--- src/rtl/wb_stage_multi.sv ---
// Multi-lane writeback stage: load formatting, regfile write ports and debug trace port.
// Define WB_TRACE_EN to serialise retirements through a trace FIFO; otherwise lane 0 drives the debug port.
module wb_stage_multi #(
    parameter int LANES       = 2,
    parameter int TRACE_DEPTH = 8,
    parameter int MOP_W       = 3
) (
    input  logic                   clk,
    input  logic                   rst_n,
    input  logic                   wb_stall_i,
    input  logic                   wb_flush_i,
    input  logic [LANES-1:0]       wb_valid_i,
    input  logic [LANES*MOP_W-1:0] wb_memop_i,
    input  logic [LANES-1:0]       wb_wren_i,
    input  logic [LANES*5-1:0]     wb_waddr_i,
    input  logic [LANES*32-1:0]    wb_wdata_i,
    input  logic [LANES*32-1:0]    wb_mem_addr_i,
    input  logic [LANES*32-1:0]    wb_mem_data_i,
    input  logic [LANES*32-1:0]    wb_pc_i,
    output logic [LANES-1:0]       wb_wren_o,
    output logic [LANES*5-1:0]     wb_waddr_o,
    output logic [LANES*32-1:0]    wb_wdata_o,
    output logic                   wb_stall_req_o,
    output logic                   trace_ovf_o,
    output logic [31:0]            debug_wb_pc,
    output logic [3:0]             debug_wb_rf_wen,
    output logic [4:0]             debug_wb_rf_wnum,
    output logic [31:0]            debug_wb_rf_wdata
);

    localparam logic [MOP_W-1:0] MOP_LB  = MOP_W'(1);
    localparam logic [MOP_W-1:0] MOP_LBU = MOP_W'(2);
    localparam logic [MOP_W-1:0] MOP_LH  = MOP_W'(3);
    localparam logic [MOP_W-1:0] MOP_LHU = MOP_W'(4);
    localparam logic [MOP_W-1:0] MOP_LW  = MOP_W'(5);

    // Little-endian extraction; unknown memops fall back to the ALU result.
    function automatic logic [31:0] format_result(
        input logic [MOP_W-1:0] memop,
        input logic [1:0]       off,
        input logic [31:0]      word,
        input logic [31:0]      alu
    );
        logic [7:0]  byte_v;
        logic [15:0] half_v;
        byte_v = word[{off, 3'b000} +: 8];
        half_v = off[1] ? word[31:16] : word[15:0];
        case (memop)
            MOP_LB:  format_result = {{24{byte_v[7]}}, byte_v};
            MOP_LBU: format_result = {24'h0, byte_v};
            MOP_LH:  format_result = {{16{half_v[15]}}, half_v};
            MOP_LHU: format_result = {16'h0, half_v};
            MOP_LW:  format_result = word;
            default: format_result = alu;
        endcase
    endfunction

    logic [4:0]  lane_waddr [LANES];
    logic [31:0] lane_data  [LANES];

    // NOTE: combinational blocks use blocking '=' and assign every output up front, so no latch can form.
    always_comb begin
        for (int i = 0; i < LANES; i++) begin
            lane_waddr[i] = wb_waddr_i[i*5 +: 5];
            lane_data[i]  = format_result(wb_memop_i[i*MOP_W +: MOP_W], wb_mem_addr_i[i*32 +: 2],
                                          wb_mem_data_i[i*32 +: 32], wb_wdata_i[i*32 +: 32]);
        end
    end

    logic             capture;
    logic [LANES-1:0] s_valid;
    logic [LANES-1:0] s_wren;
    logic [4:0]       s_waddr [LANES];
    logic [31:0]      s_wdata [LANES];

    assign capture = ~wb_flush_i & ~wb_stall_i;

    // NOTE: state registers use non-blocking '<=' so every flop samples pre-edge values.
    always_ff @(posedge clk or negedge rst_n) begin
        if (!rst_n) begin
            s_valid <= '0;
            s_wren  <= '0;
            for (int i = 0; i < LANES; i++) begin
                s_waddr[i] <= '0;
                s_wdata[i] <= '0;
            end
        end else if (wb_flush_i) begin
            s_valid <= '0;
        end else if (!wb_stall_i) begin
            s_valid <= wb_valid_i;
            s_wren  <= wb_wren_i;
            for (int i = 0; i < LANES; i++) begin
                s_waddr[i] <= lane_waddr[i];
                s_wdata[i] <= lane_data[i];
            end
        end
    end

    always_comb begin
        wb_wren_o  = '0;
        wb_waddr_o = '0;
        wb_wdata_o = '0;
        for (int i = 0; i < LANES; i++) begin
            wb_wren_o[i]           = s_valid[i] & s_wren[i] & (s_waddr[i] != 5'd0);
            wb_waddr_o[i*5 +: 5]   = s_waddr[i];
            wb_wdata_o[i*32 +: 32] = s_wdata[i];
        end
    end

    logic unused;

`ifdef WB_TRACE_EN
    localparam int PTR_W = $clog2(TRACE_DEPTH);
    localparam int CNT_W = PTR_W + 1;

    typedef struct packed {
        logic [31:0] pc;
        logic        wen;
        logic [4:0]  wnum;
        logic [31:0] wdata;
    } trace_t;

    trace_t           mem [TRACE_DEPTH];
    trace_t           entry [LANES];
    trace_t           head;
    logic [PTR_W-1:0] wr_ptr;
    logic [PTR_W-1:0] rd_ptr;
    logic [PTR_W-1:0] slot [LANES];
    logic [CNT_W-1:0] count;
    logic [CNT_W-1:0] free;
    logic [CNT_W-1:0] n_push;
    logic [LANES-1:0] store;
    logic             pop;
    logic             ovf_set;

    assign pop  = (count != '0);
    // The entry popped this edge frees its slot for a simultaneous push.
    assign free = CNT_W'(TRACE_DEPTH) - count + CNT_W'(pop);

    always_comb begin
        n_push  = '0;
        ovf_set = 1'b0;
        store   = '0;
        for (int i = 0; i < LANES; i++) begin
            entry[i].pc    = wb_pc_i[i*32 +: 32];
            entry[i].wen   = wb_wren_i[i] & (lane_waddr[i] != 5'd0);
            entry[i].wnum  = lane_waddr[i];
            entry[i].wdata = lane_data[i];
            slot[i]        = wr_ptr + n_push[PTR_W-1:0];
            if (capture && wb_valid_i[i]) begin
                if (n_push < free) begin
                    store[i] = 1'b1;
                    n_push   = n_push + CNT_W'(1);
                end else begin
                    ovf_set = 1'b1;
                end
            end
        end
    end

    // NOTE: trace storage has no reset; the occupancy count gates every read, so stale entries stay invisible.
    always_ff @(posedge clk) begin
        for (int i = 0; i < LANES; i++) begin
            if (store[i]) mem[slot[i]] <= entry[i];
        end
    end

    always_ff @(posedge clk or negedge rst_n) begin
        if (!rst_n) begin
            wr_ptr      <= '0;
            rd_ptr      <= '0;
            count       <= '0;
            trace_ovf_o <= 1'b0;
        end else begin
            wr_ptr <= wr_ptr + n_push[PTR_W-1:0];
            rd_ptr <= rd_ptr + PTR_W'(pop);
            count  <= count + n_push - CNT_W'(pop);
            if (ovf_set) trace_ovf_o <= 1'b1;
        end
    end

    assign head = mem[rd_ptr];

    always_comb begin
        debug_wb_pc       = '0;
        debug_wb_rf_wen   = '0;
        debug_wb_rf_wnum  = '0;
        debug_wb_rf_wdata = '0;
        if (pop) begin
            debug_wb_pc       = head.pc;
            debug_wb_rf_wen   = {4{head.wen}};
            debug_wb_rf_wnum  = head.wnum;
            debug_wb_rf_wdata = head.wdata;
        end
    end

    assign wb_stall_req_o = (CNT_W'(TRACE_DEPTH) - count) < CNT_W'(LANES);
    assign unused         = ^wb_mem_addr_i;
`else
    logic [31:0] s_pc0;

    always_ff @(posedge clk or negedge rst_n) begin
        if (!rst_n)       s_pc0 <= '0;
        else if (capture) s_pc0 <= wb_pc_i[31:0];
    end

    assign debug_wb_pc       = s_pc0;
    assign debug_wb_rf_wen   = {4{wb_wren_o[0]}};
    assign debug_wb_rf_wnum  = s_waddr[0];
    assign debug_wb_rf_wdata = s_wdata[0];
    assign wb_stall_req_o    = 1'b0;
    assign trace_ovf_o       = 1'b0;
    assign unused            = ^{wb_mem_addr_i, wb_pc_i, 32'(TRACE_DEPTH)};
`endif

endmodule
--- config.mk ---
export PLATFORM = sky130hd
export DESIGN_NAME = wb_stage_multi
export DESIGN_NICKNAME = d
export VERILOG_FILES = /design/src/rtl/wb_stage_multi.sv
export SDC_FILE = /design/constraint.sdc
export NUM_CORES = 1
export LEC_CHECK = 0
export BUFFER_PORTS_ARGS = -buffer_cell sky130_fd_sc_hd__buf_2
export CORE_AREA = 2 2 169 171
export DETAILED_ROUTE_END_ITERATION = 7
export DIE_AREA = 0 0 171 173
export PLACE_DENSITY = 0.64
export SLEW_MARGIN = 20
export SYNTH_ARGS = -nofsm -noshare
export SYNTH_HDL_FRONTEND = slang
export SYNTH_SLANG_ARGS = --single-unit
--- constraint.sdc ---
create_clock -name clk -period 1.4 [get_ports clk]
set_input_delay 0.07 -clock clk [delete_from_list [all_inputs] [get_ports clk]]
set_output_delay 0.07 -clock clk [all_outputs]
set_load 0.005 [all_outputs]
==> flow_summary_export.csv <==
group,metric,value,unit
status,status,"complete, but fails checks",
status,violations,"setup timing",
power_and_ir_drop,power_per_cell_area,925,mW/mm^2
detailed_routing,vias_per_cell,5.10,
job,drv_cap,0,
detailed_routing,drc,0,
detailed_routing,met1_length,12500,um
worst_setup_path,crit_required,1.33,ns
clocking,cts.path.max_buffers,2,
floorplanning,die-height,173,um
synthesis,synth_edf_count,0,
min_path,hold_path_class,"in2reg",
timing,rsz0062_at_grt,"yes",
detailed_routing,highest_layer,"met5",
layout,drive_gt1_share,40.2,%
worst_setup_path,setup.worst_path.class,"reg2out",
detailed_routing,drtIter0Drc,572,
clocking,clk_transition_reported_paths,0.08,ns
detailed_routing,wl_met2,15500,um
power_and_ir_drop,pwr-share-clk,27.8,%
timing,slew_violations,0,
placement,placedCellCount,1585,
synthesis,async_flop_share,100,%
detailed_routing,wl_met3,2610,um
power_and_ir_drop,power.share.combinational,32.1,%
floorplanning,placeableCoreArea,0.0276,mm^2
timing,setup_viol,6,
timing,clock_skew,0,ns
synthesis,synth_top_area_cell,"dfrtp_1",
floorplanning,dieArea,0.0296,mm^2
layout,fin_area,0.0108,mm^2
synthesis,ys_ff_latch,110,
clocking,cts_root_buf,"clkbuf_16",
floorplanning,std_cell_rows,61,
placement,port_buffers,336,
synthesis,ys_types,55,
clocking,cts_tree,"built",
power_and_ir_drop,seq_power_share,40.1,%
layout,area_growth,48.1,%
timing,worst_pin_slew,0.823,ns
synthesis,avgSynthCellArea,8.25,um^2
synthesis,netlist_area,0.00733,mm^2
detailed_routing,postRouteAntennaNets,0,
worst_setup_path,startpoint_type,"flop",
worst_setup_path,crit_arrival,1.61,ns
timing,fmax,594,MHz
detailed_routing,wire_per_inst,19.0,um
floorplanning,ios,431,
power_and_ir_drop,leakage,5.26,nW
clocking,clock_latency,0.34,ns
global_route,grt_pass1_vias,8054,
timing,period_share,120,%
global_route,grt_usage,20.5,%
detailed_routing,wl,31600,um
synthesis,synth_top_area_share,37.6,%
synthesis,netlist_top_cells_area,"dfrtp_1 38%, nand2_1 11%, buf_4 4.7%",
global_route,grt_pass1_wl,46700,um
synthesis,ys.flop_type,"dfrtp_1",
layout,fillers,2829,
detailed_routing,vias,8479,
synthesis,yosysWarnings,0,
placement,placed_area,0.00983,mm^2
power_and_ir_drop,power.internal,6.68,mW
floorplanning,chipWidth,171,um
global_route,grt_max_degree,49,
floorplanning,initial_utilization,26.5,%
timing,fin_crit,1.68,ns
power_and_ir_drop,switchingPower,3.35,mW
detailed_routing,first_pass_iters,5,
layout,layout.cells.non_filler,1664,
power_and_ir_drop,ir_drop,0.000655,V
worst_setup_path,crit_fanout,5,
power_and_ir_drop,p_sw_share,33.4,%
layout,final_nets,1560,
global_route,grt_overflow_total,0,
placement,post-dp-hpwl,23900,um
clocking,cts_max_level,3,
clocking,cts_buffers,9,
worst_setup_path,crit_path_end_kind,"output port",
synthesis,yosysSeqAreaShare,37.6,%
global_route,antenna_found_initial,2,
synthesis,synthCells,888,
clocking,cts_num_sinks,110,
timing,setup_slack,-0.282,ns
timing,hold_viol,0,
timing,slew_headroom,45.0,%
placement,place_congestion,0.909,
-- power groups by stage --
| stage | combinational [mW] | clock [mW] | sequential, mW |
|---|---|---|---|
| 4_1_cts | 3.17 | 2.95 | 4.04 |
| 2_1_floorplan | 1.49 | 0 | 4.02 |
| 5_1_grt | 3.53 | 3.03 | 4.09 |
| 3_5_place_dp | 3.02 | 0 | 4.09 |
| 3_3_place_gp | 2.99 | 0 | 4.09 |
| 6_report | 3.22 | 2.79 | 4.03 |
-- critical path, stage by stage, from the launching register on --
cell and delay (ns):
dfrtp_1 0.38, or3_1 0.38, o311a_1 0.35, buf_2 0.17
-- final timing paths --
| check | end | cells past startpoint | startpoint | slack [ns] |
|---|---|---|---|---|
| max | debug_wb_rf_wen[3] | 3 | debug_wb_rf_wnum[1] | -0.28 |
| min | wb_wdata_o[36] | 3 | wb_wdata_i[36] | 0.02 |
| max reg2reg | s_valid[1] | 3 | s_valid[1] | 0.15 |
| min reg2reg | debug_wb_pc[13] | 2 | debug_wb_pc[13] | 0.47 |
| max in group asynchronous | debug_wb_rf_wnum[1] | 3 | rst_n | 0.64 |
| min in group asynchronous | wb_wdata_o[34] | 3 | rst_n | 0.28 |
-- metrics by stage --
step                utilization (%)  setup TNS, ns  setup WS (ns)  hold WS, ns  total power, mW
floorplan                         -          -1.63        -0.0908       -0.226             5.52
global placement               35.6         -16.00         -0.429       0.0675             7.07
detailed placement             35.6         -17.23         -0.490       0.0707             7.11
CTS                            39.0          -1.74         -0.307      0.00158             10.2
global route                   39.3          -2.08         -0.362       0.0194             10.7
finish                         39.3          -1.56         -0.282       0.0173             10.0
-- Yosys cell counts, drive strengths merged (10+ instances only) --
cell type / instances
nand3b: 16
nor3: 18
a21oi: 21
buf: 71
mux2i: 23
o21ai: 78
nand2: 214
o32ai: 23
a31o: 16
a22o: 20
nand4: 14
inv: 10
nor2: 39
dfrtp: 110
nand2b: 14
nor4: 10
clkbuf: 55
a221oi: 10
a211oi: 27
o22ai: 16
-- registers in the layout (all words and copies together) (netlist names) --
register / count
s_valid: 2
debug_wb_pc: 32
debug_wb_rf_wdata: 32
wb_waddr_o: 5
wb_wdata_o: 32
debug_wb_rf_wnum: 5
s_wren: 2
-- cell families after synthesis --
logic type / after synthesis / synth area share, %
AOI/OAI and AO/OA: 247 / 23.8
xor gates and xnor gates: 1 / 0.120
buffers and inverters: 137 / 10.0
DFF: 110 / 37.6
muxes: 33 / 5.91
other: 1 / 0.0512
and+or+nand+nor: 359 / 22.5
-- layout make-up --
| type | count | area [um^2] | share of cell area (%) |
|---|---|---|---|
| clock buffers | 9 | 225 | 2.08 |
| clock inverters | 7 | 100 | 0.923 |
| inverters | 11 | 42.5 | 0.392 |
| well taps | 378 | 473 | 4.36 |
| repair buffers | 506 | 3290 | 30.3 |
| flip-flops and latches | 110 | 2750 | 25.4 |
| multi-input cells | 642 | 3970 | 36.6 |
| diodes | 1 | 2.50 | 0.0231 |
-- metal layers --
layer,global-route usage (%),vias to the layer above
met1,24.3,4002
met4,7.52,2
met5,0,-
met3,4.55,48
li1,-,3942
met2,35.9,485
-- cell usage in the layout, fill, tap and decap left out, types with 9 or more instances in the layout --
master	netlist	final
a211oi_1	26	26
a21oi_1	21	20
a22o_1	20	20
a31o_2	16	16
buf_12	0	14
buf_2	13	334
buf_4	46	99
clkbuf_16	0	9
dfrtp_1	110	110
dlygate4sd3_1	0	58
inv_1	10	10
mux2i_1	23	23
nand2_1	214	214
nand2b_1	14	14
nand3b_1	16	16
nand4_1	14	14
nor2_1	39	38
nor3_1	18	17
nor4_1	10	9
o21ai_0	56	55
o21ai_1	22	23
o22ai_1	16	16
o32ai_1	23	16
-- timing repair --
item | in CTS | in global routing
pin swaps | 1 | 0
setup buffers | 3 | 1
gates resized for setup | 3 | 14
hold endpoints to repair | 164 | 1
hold buffers | 57 | 1
endpoints found under the setup margin | 23 | 18
No activity file was read; power rests on OpenSTA's default activity.
